### src/rtl/reg_bank_pkg.sv
// Shared constants for the 16x16 register bank: geometry and write-port op encoding.
// The REG_BANK_R0_ZERO_EN macro is consumed by reg_bank_16x16.
package reg_bank_pkg;

  localparam int DATA_W   = 16;
  localparam int NUM_REGS = 16;
  localparam int ADDR_W   = $clog2(NUM_REGS);

  localparam logic [1:0] OP_LOAD = 2'd0;
  localparam logic [1:0] OP_INC  = 2'd1;
  localparam logic [1:0] OP_DEC  = 2'd2;
  localparam logic [1:0] OP_CLR  = 2'd3;

endpackage

### src/rtl/reg_bank_16x16_update.sv
// reg_update_unit: combinational next-value and flag logic for the bank's write port.
module reg_update_unit
  import reg_bank_pkg::*;
(
  input  logic [DATA_W-1:0] cur,
  input  logic [1:0]        op,
  input  logic [DATA_W-1:0] wdata,
  output logic [DATA_W-1:0] result,
  output logic              carry,
  output logic              zero
);

  logic [DATA_W:0] sum;

  // The extra MSB of sum is the carry on INC and the borrow on DEC.
  always_comb begin
    result = cur;
    carry  = 1'b0;
    sum    = '0;
    case (op)
      OP_LOAD: result = wdata;
      OP_INC: begin
        sum    = {1'b0, cur} + (DATA_W + 1)'(1);
        result = sum[DATA_W-1:0];
        carry  = sum[DATA_W];
      end
      OP_DEC: begin
        sum    = {1'b0, cur} - (DATA_W + 1)'(1);
        result = sum[DATA_W-1:0];
        carry  = sum[DATA_W];
      end
      OP_CLR: result = '0;
      default: result = cur;
    endcase
  end

  assign zero = (result == '0);

endmodule

### src/rtl/reg_bank_16x16.sv
// Sixteen 16-bit registers with a LOAD/INC/DEC/CLR write port and a separate increment port.
// Define REG_BANK_R0_ZERO_EN to hardwire REG0 to zero.
module reg_bank_16x16
  import reg_bank_pkg::*;
(
  input  logic              clk,
  input  logic              rst,
  input  logic              we,
  input  logic [1:0]        op,
  input  logic [ADDR_W-1:0] waddr,
  input  logic [DATA_W-1:0] wdata,
  input  logic              inc_en,
  input  logic [ADDR_W-1:0] inc_addr,
  output logic [DATA_W-1:0] REG0,
  output logic [DATA_W-1:0] REG1,
  output logic [DATA_W-1:0] REG2,
  output logic [DATA_W-1:0] REG3,
  output logic [DATA_W-1:0] REG4,
  output logic [DATA_W-1:0] REG5,
  output logic [DATA_W-1:0] REG6,
  output logic [DATA_W-1:0] REG7,
  output logic [DATA_W-1:0] REG8,
  output logic [DATA_W-1:0] REG9,
  output logic [DATA_W-1:0] REG10,
  output logic [DATA_W-1:0] REG11,
  output logic [DATA_W-1:0] REG12,
  output logic [DATA_W-1:0] REG13,
  output logic [DATA_W-1:0] REG14,
  output logic [DATA_W-1:0] REG15,
  output logic              carry,
  output logic              zero
);

`ifdef REG_BANK_R0_ZERO_EN
  localparam bit R0_HARDWIRED = 1'b1;
`else
  localparam bit R0_HARDWIRED = 1'b0;
`endif

  logic [DATA_W-1:0] reg_q [NUM_REGS];
  logic [DATA_W-1:0] wr_cur;
  logic [DATA_W-1:0] wr_next;
  logic [DATA_W-1:0] inc_next;
  logic              wr_carry;
  logic              wr_zero;
  logic              carry_reg;
  logic              zero_reg;

  assign wr_cur   = reg_q[waddr];
  assign inc_next = reg_q[inc_addr] + DATA_W'(1);

  reg_update_unit u_update (
    .cur    (wr_cur),
    .op     (op),
    .wdata  (wdata),
    .result (wr_next),
    .carry  (wr_carry),
    .zero   (wr_zero)
  );

  // Write port has priority: a colliding increment is silently dropped.
  for (genvar gi = 0; gi < NUM_REGS; gi++) begin : g_reg
    if (R0_HARDWIRED && gi == 0) begin : g_zero
      assign reg_q[gi] = '0;
    end else begin : g_store
      logic [DATA_W-1:0] value_reg;
      always_ff @(posedge clk or posedge rst) begin
        if (rst) begin
          value_reg <= '0;
        end else if (we && waddr == ADDR_W'(gi)) begin
          value_reg <= wr_next;
        end else if (inc_en && inc_addr == ADDR_W'(gi)) begin
          value_reg <= inc_next;
        end
      end
      assign reg_q[gi] = value_reg;
    end
  end

  // Flags follow the computed result even when the target register is hardwired.
  always_ff @(posedge clk or posedge rst) begin
    if (rst) begin
      carry_reg <= 1'b0;
      zero_reg  <= 1'b0;
    end else if (we) begin
      carry_reg <= wr_carry;
      zero_reg  <= wr_zero;
    end
  end

  assign carry = carry_reg;
  assign zero  = zero_reg;

  assign REG0  = reg_q[0];
  assign REG1  = reg_q[1];
  assign REG2  = reg_q[2];
  assign REG3  = reg_q[3];
  assign REG4  = reg_q[4];
  assign REG5  = reg_q[5];
  assign REG6  = reg_q[6];
  assign REG7  = reg_q[7];
  assign REG8  = reg_q[8];
  assign REG9  = reg_q[9];
  assign REG10 = reg_q[10];
  assign REG11 = reg_q[11];
  assign REG12 = reg_q[12];
  assign REG13 = reg_q[13];
  assign REG14 = reg_q[14];
  assign REG15 = reg_q[15];

endmodule

### config.mk
export PLATFORM = sky130hd
export DESIGN_NAME = reg_bank_16x16
export DESIGN_NICKNAME = d
export VERILOG_FILES = /design/src/rtl/reg_bank_pkg.sv /design/src/rtl/reg_bank_16x16_update.sv /design/src/rtl/reg_bank_16x16.sv
export SDC_FILE = /design/constraint.sdc
export NUM_CORES = 1
export LEC_CHECK = 0
export CAP_MARGIN = 10
export CORE_MARGIN = 2
export CORE_UTILIZATION = 56
export CTS_BUF_LIST = sky130_fd_sc_hd__clkbuf_8
export CTS_CLUSTER_DIAMETER = 50
export DETAILED_ROUTE_END_ITERATION = 6
export PLACE_DENSITY = 0.92
export SYNTH_ARGS = -nofsm -noshare
export SYNTH_HDL_FRONTEND = slang
export SYNTH_SLANG_ARGS = --single-unit
### constraint.sdc
create_clock -name clk -period 22.1 [get_ports clk]
set_input_delay 3.315 -clock clk [delete_from_list [all_inputs] [get_ports clk]]
set_output_delay 3.315 -clock clk [all_outputs]
set_load 0.005 [all_outputs]
After elaboration in Yosys (flattened, before gate mapping)
Index checks and enable logic that the tools add are counted.
- add/sub/neg operators: 3
- $mul: 0
- div/mod/pow operators: 0
- order comparisons: 2
- eq/ne operators: 33
- shift operators: 0
- multiplexer cells: 40
- bitwise gates (word level): 2
- reductions and logical operators: 52
- operator list (cell ; number):
    $mux W16 ; 36
    $bmux W16 S4 ; 2
    $eq A4 B4 Y1 const B ; 16
    $pmux W16 S4 ; 1
    $eq A4 B3 Y1 const B ; 8
    $logic_and A1 B1 Y1 ; 32
    $reduce_bool A2 Y1 ; 16
    $add A16 B1 Y17 const B ; 1
    $sub A16 B1 Y17 const B ; 1
    $add A16 B1 Y16 const B ; 1
    $eq A4 B2 Y1 const B ; 4
    $logic_not A16 Y1 ; 1
    $ge A5 B5 Y1 const B ; 2
    $not A4 Y5 ; 2
    $eq A4 B1 Y1 const B ; 2
    $logic_not A4 Y1 ; 2
    $eq A2 B2 Y1 const B ; 2
    $eq A2 B1 Y1 const B ; 1
    $logic_not A2 Y1 ; 1
    $pmux W1 S2 ; 1
- register bits after elaboration: 258
- bits in latches: 0
- RAM bits: 0
- memory bits (read-only): 0
- output and inout port bits: 258
- logic and storage cells: 150
- memories: 0

Longest topological paths before layout
- depth in word-level cells: 7
- gate-level depth with buffers: 17
- depth with buffers taken out: 13

By module
Synthesis repeated with hierarchy kept, for this count alone.
- cells, all modules: 1648
- area total of the unflattened synthesis: 17381.7 um^2
- modules (own cells, without submodules) (module ; instances ; cells an instance ; area each (um^2)):
    reg_bank_16x16 ; 1 ; 1476 ; 16281.9
    reg_update_unit ; 1 ; 172 ; 1099.8

Worst setup path after synthesis
Ideal clock, no wire load.
- path kind: in2reg
- start point: in waddr[0]
- end point: reg zero_reg, in the netlist zero
- setup time: 0.096 ns
- data arrival time: 6.774 ns
- required time: 22.004 ns
- slack: 15.230 ns
- stages: 17
- cells stage by stage: buf_6 -> buf_8 -> buf_8 -> buf_12 -> mux4_2 -> a22oi_1 -> nand2_1 -> inv_1 -> ha_1 -> inv_1 -> nor3_1 -> xnor2_1 -> nor2_1 -> a221oi_1 -> nand2_1 -> or4_1 -> o32ai_2
- cells in the longest elaborated chain, start to end: 7
- elaborated cells between the ends (all ways): 8
- RTL lines (item ; line ; text):
    from (decl) ; reg_bank_16x16.sv:10 ; input logic [ADDR_W-1:0] waddr,
    $not A4 Y5 (implied by the code) (*) ; reg_bank_16x16.sv:49 ; assign wr_cur = reg_q[waddr];
    $bmux W16 S4 (*) ; reg_bank_16x16.sv:49 ;
    $mux W16 (implied by the code) (*) (2 in a row) ; reg_bank_16x16.sv:49 ;
    $sub A16 B1 Y17 or $add A16 B1 Y17 (tied branches) ; reg_bank_16x16_update.sv:28, reg_bank_16x16_update.sv:23 ;
    $pmux W16 S4 (*) ; reg_bank_16x16_update.sv:20 ; case (op)
    $logic_not A16 Y1 (*) ; reg_bank_16x16_update.sv:37 ; assign zero = (result == '0);
    to (signal assigned) ; reg_bank_16x16.sv:87 ; zero_reg <= wr_zero;
    to (decl) ; reg_bank_16x16.sv:47 ; logic zero_reg;
Mark *: on every way between the ends. The rest lies on a longest branch, timed or not. The select of a mux whose other input is x is not followed.
A chain may end at the register's enable or synchronous reset.

Worst setup path after layout
- start point: in waddr[2]
- end point: reg g_reg[8].g_store.value_reg[15], in the netlist REG8[15]
- cells in the longest elaborated chain, start to end: 7
- elaborated cells between the ends (all ways): 11
- RTL lines (item ; line ; text):
    $not A4 Y5 (implied by the code) ; reg_bank_16x16.sv:49 ;
    $bmux W16 S4 ; reg_bank_16x16.sv:49 ;
    $mux W16 (implied by the code) (2 in a row) ; reg_bank_16x16.sv:49 ;
    $sub A16 B1 Y17 or $add A16 B1 Y17 (tied branches) ; reg_bank_16x16_update.sv:28, reg_bank_16x16_update.sv:23 ;
    $pmux W16 S4 ; reg_bank_16x16_update.sv:20 ;
    $mux W16 ; reg_bank_16x16.sv:70 ; end else if (we && waddr == ADDR_W'(gi)) begin
    to (signal assigned) ; reg_bank_16x16.sv:71 ; value_reg <= wr_next;
    to (signal assigned) ; reg_bank_16x16.sv:73 ; value_reg <= inc_next;
    to (decl) ; reg_bank_16x16.sv:66 ; logic [DATA_W-1:0] value_reg;
Several ways; a longest one is shown, not always the timed one. The select of a mux whose other input is x is not followed.

==> metrics.md <==
| Metric | Value |
|---|---|
| Run status | finished clean |
| Die Height | around 180 um |
| Design Area, Final | 0.0206 mm^2 |
| Max capacitance violation total | 0 |
| Area overhead of the layout relative to synthesis | 23.9% |
| Htree depth | 2 |
| IO buf count | approximately 290 |
| Source of the worst hold timing path | carry$_DFFE_PP0P_ |
| Worst flop-to-flop path endpoint | REG8[15]$_DFFE_PP0P_ |
| Register-to-register path setup slack | 17.60 ns |
| Number of routed nets with antenna violations | 0 |
| Min Tclk post-route | 8.53 ns |
| Type of origin of the critical path | primary input |
| FP Rows | 63 |
| Num Clock Sinks | 258 |
| Layout net count | 1876 |
| Hold path endpoint | carry$_DFFE_PP0P_ |
| Count of endpoints failing setup in the final report | 0 |
| Kind of capture point of the worst setup path | flip-flop |
| Cell types with the largest area share after synthesis | dfrtp_1 (39%), mux4_2 (20%), o211ai_1 (6.5%) |
| Proportion of netlist area held by the largest area contributor | 38.8% |
| Postcts setup bufs | 0 |
| Fraction of the yosys area taken by sequential cells | between 30% and 40% |
| Transition time of the tightest slew-check pin | approximately 1.3 ns |
| Register area | 0.00646 mm^2 |
| Class of the most critical hold timing path | reg2reg |
| Most used flip-flop cell after synthesis | dfrtp_1 |
| Violation count after the first detailed-routing iteration | 3265 |
| Total area of multi-input combinational cells | 0.00946 mm^2 |
| Core Footprint | 0.0294 mm^2 |
| Highest attainable clock frequency | between 100 and 150 MHz |
| Cts repair resizes | 0 |
| Average cell area after synthesis | 10.3 um^2 |
| Number of pins with negative max-slew slack in the final report | 0 |
| Power density normalized to cell area | 111 mW/mm^2 |
| Number of hold-slack violations in the final timing report | 0 |
| Number of flops mapped to enable cells by yosys | 0 |
| Buffer depth of the longest clock path | 3 |
| Cells on worst reg2reg path | 10 |
| Netlist cell types | 58 |
| Arrival time of the worst setup path | 8.98 ns |
| CTS Root Cell | clkbuf_8 |
| Initial antenna violation count | 0 |
| TritonCTS clock tree | done |
| Insertion delay to the later sink of the worst-skew pair | 0.58 ns |
| Total length of routed wires | 65800 um |
| Critical register-to-register path startpoint | REG8[7]$_DFFE_PP0P_ |
| Flop and latch count out of synthesis | 258 |
| Cts bufs inserted | 44 |
| Routed wire length per instance | 29.1 um |
| Hold Buf Count CTS | 0 |
| Final worst hold slack | 0.525 ns |
| Number of iterations in the first detailed-routing pass | 7 |
| WHS Path Cells | 2 |
| Via count of the first global-routing pass | 16380 |
| Largest net degree at the start of global routing | 132 |
| I/O pin count | 288 |
| Cell area after placement | 0.0197 mm^2 |
| Post-route DRC violation count | 0 |
| Max-slew headroom at the worst pin | about 11% |
| Via-to-Cell Ratio | 7.57 |
| Setup total negative slack | 0 ns |
| Ratio of cells with drive above 1 in the final layout | 15.9% |
| Cell area after technology mapping | ~0.017 mm^2 |
| Net count after synthesis | 1649 |
| Period utilization | 38.6% |
| Cell taking the most area after synthesis | dfrtp_1 |
| Effective utilization at floorplan | 56.6% |
| Global-route congestion overflow total | 0 |
| Full die area | 0.0311 mm^2 |
| Setup clock skew after layout | between 0.03 and 0.04 ns |
| Width of the die | 176 um |
| Synth warnings | 0 |
| Total half-perimeter wirelength after legalization and detailed placement | between 40000 and 50000 um |
| Via count | 17139 |
| Req. time, crit path | ~23 ns |
| Leak | 7.68 nW |
| Mapped Cells | 1613 |
| Async set-or-reset flop fraction in the synthesized netlist | 100% |
| Clock input transition at the sequential cells of the worst setup and hold paths | 0.06 ns |
| Maximum resistive drop on vdd | 82.2 uV |
| RSZ-0062 raised after global routing | false |
| Ant diodes | 0 |
| # fillers | 1969 |
| Final weighted congestion in routability-driven placement | 0.975 |
| Maximum fanout along the worst path | 17 |
| Wire length of the first global-routing pass | ~100000 um |
| Overall power of the completed layout | approximately 2.3 mW |
| Overall routing resource usage | 42.4% |
| Startpoint-to-endpoint class of the critical path | in2reg |
Yosys cell counts, drive strengths merged, types with 2 or more instances:
cell and n:
a21o 2, xnor2 21, nand2b 9, nand4 7, buf 41, a22oi 27
and3 3, o22ai 17, nor4b 2, or2 3, xor2 17, nor3 42
a21oi 6, nand2 238, or3 6, mux4 145, a221o 65, nand3b 4
nand4b 2, o211ai 144, a31oi 4, nand3 17, nor2b 7, nor4 3
a221oi 7, o221a 3, mux2i 33, o21ai 193, nor2 135, ha 6
dfrtp 258, o221ai 2, clkbuf 116, or3b 2, and2 6, inv 12
metrics by stage:
stage | utilization (%) | worst slack [ns] | cells
6_report | 70.1 | 13.57 | 2263
5_1_grt | 70.1 | 13.54 | 2263
4_1_cts | 70.0 | 13.82 | 2261
3_5_place_dp | 67.0 | 13.31 | 2182
3_3_place_gp | 67.0 | 13.40 | 2182
2_1_floorplan | - | 11.69 | 1613
layout by cell type (no fill, tap or decap), types with 5 or more instances in the layout:
cell type          n
nor3_1            38
a221o_1           65
nand4_1            7
mux2i_1           32
and2_1             6
dfrtp_1          258
nand2b_1           9
inv_1             25
xor2_1            17
or3_1              6
o22ai_1           17
clkbuf_8          56
o21ai_0          184
buf_4             55
clkdlybuf4s50_1  283
nand2_1          234
o21ai_1            9
a22oi_1           25
o211ai_1         144
a21oi_1            5
nand3_1           17
ha_1               6
nor2b_1            7
mux4_2           145
xnor2_1           20
nor2_1           134
where the power goes:
group | switching, mW | internal [mW] | leakage [nW]
registers | 0.226 | 0.615 | 3.25
clock network | 0.210 | 0.240 | 0.512
logic | 0.451 | 0.539 | 3.92
total | 0.886 | 1.39 | 7.68
cells by family (layout without fill, tap and decap cells):
kind of cell,after synthesis,count (layout),share of synthesized area (%)
flops,258,258,38.8
fa+ha+maj,6,6,0.451
buf+inv,169,429,4.46
compound gates,474,474,19.8
xor+xnor,38,38,2.00
mux,179,179,21.8
simple gates,489,489,12.7
layer usage:
metal | global-route usage [%] | share of wire (%) | up-vias | routed length [um]
met5 | 0 | 0 | - | 0
met4 | 18.6 | 6.3 | 0 | 4130
met3 | 15.6 | 17 | 449 | 11200
met2 | 63.4 | 44 | 1935 | 28700
met1 | 55.9 | 33 | 8116 | 21800
li1 | - | - | 6639 | -
area by class of cell:
cell class,count,share of cell area [%]
Inverter,12,0.255
Timing Repair Buffer,338,15.7
Multi-Input combinational cell,1186,45.9
Sequential cell,258,31.3
Clock buffer,56,3.74
Tap cell,390,2.37
Clock inverter,23,0.650
worst max-delay path by stage:
| stage | from | end | slack (ns) |
|---|---|---|---|
| after floorplan | rst | REG0[0]$_DFFE_PP0P_ | 11.69 |
| after global placement | waddr[2] | zero$_DFFE_PP0P_ | 13.40 |
| after detailed placement | waddr[2] | zero$_DFFE_PP0P_ | 13.31 |
| after CTS | waddr[2] | zero$_DFFE_PP0P_ | 13.82 |
| after global routing | waddr[0] | zero$_DFFE_PP0P_ | 13.54 |
| final | waddr[2] | REG8[15]$_DFFE_PP0P_ | 13.57 |
worst max-delay path, stage by stage:
cell	delay, ns
clkdlybuf4s50_1	0.95
nor2b_1	1.27
a22oi_1	0.43
nand2_2	0.30
nand4b_1	0.34
nand2b_1	0.33
nor4_1	0.42
xor2_1	0.19
a221oi_4	0.92
nor2_1	0.17
a221o_1	0.33
(Power assumes the default switching activity.)
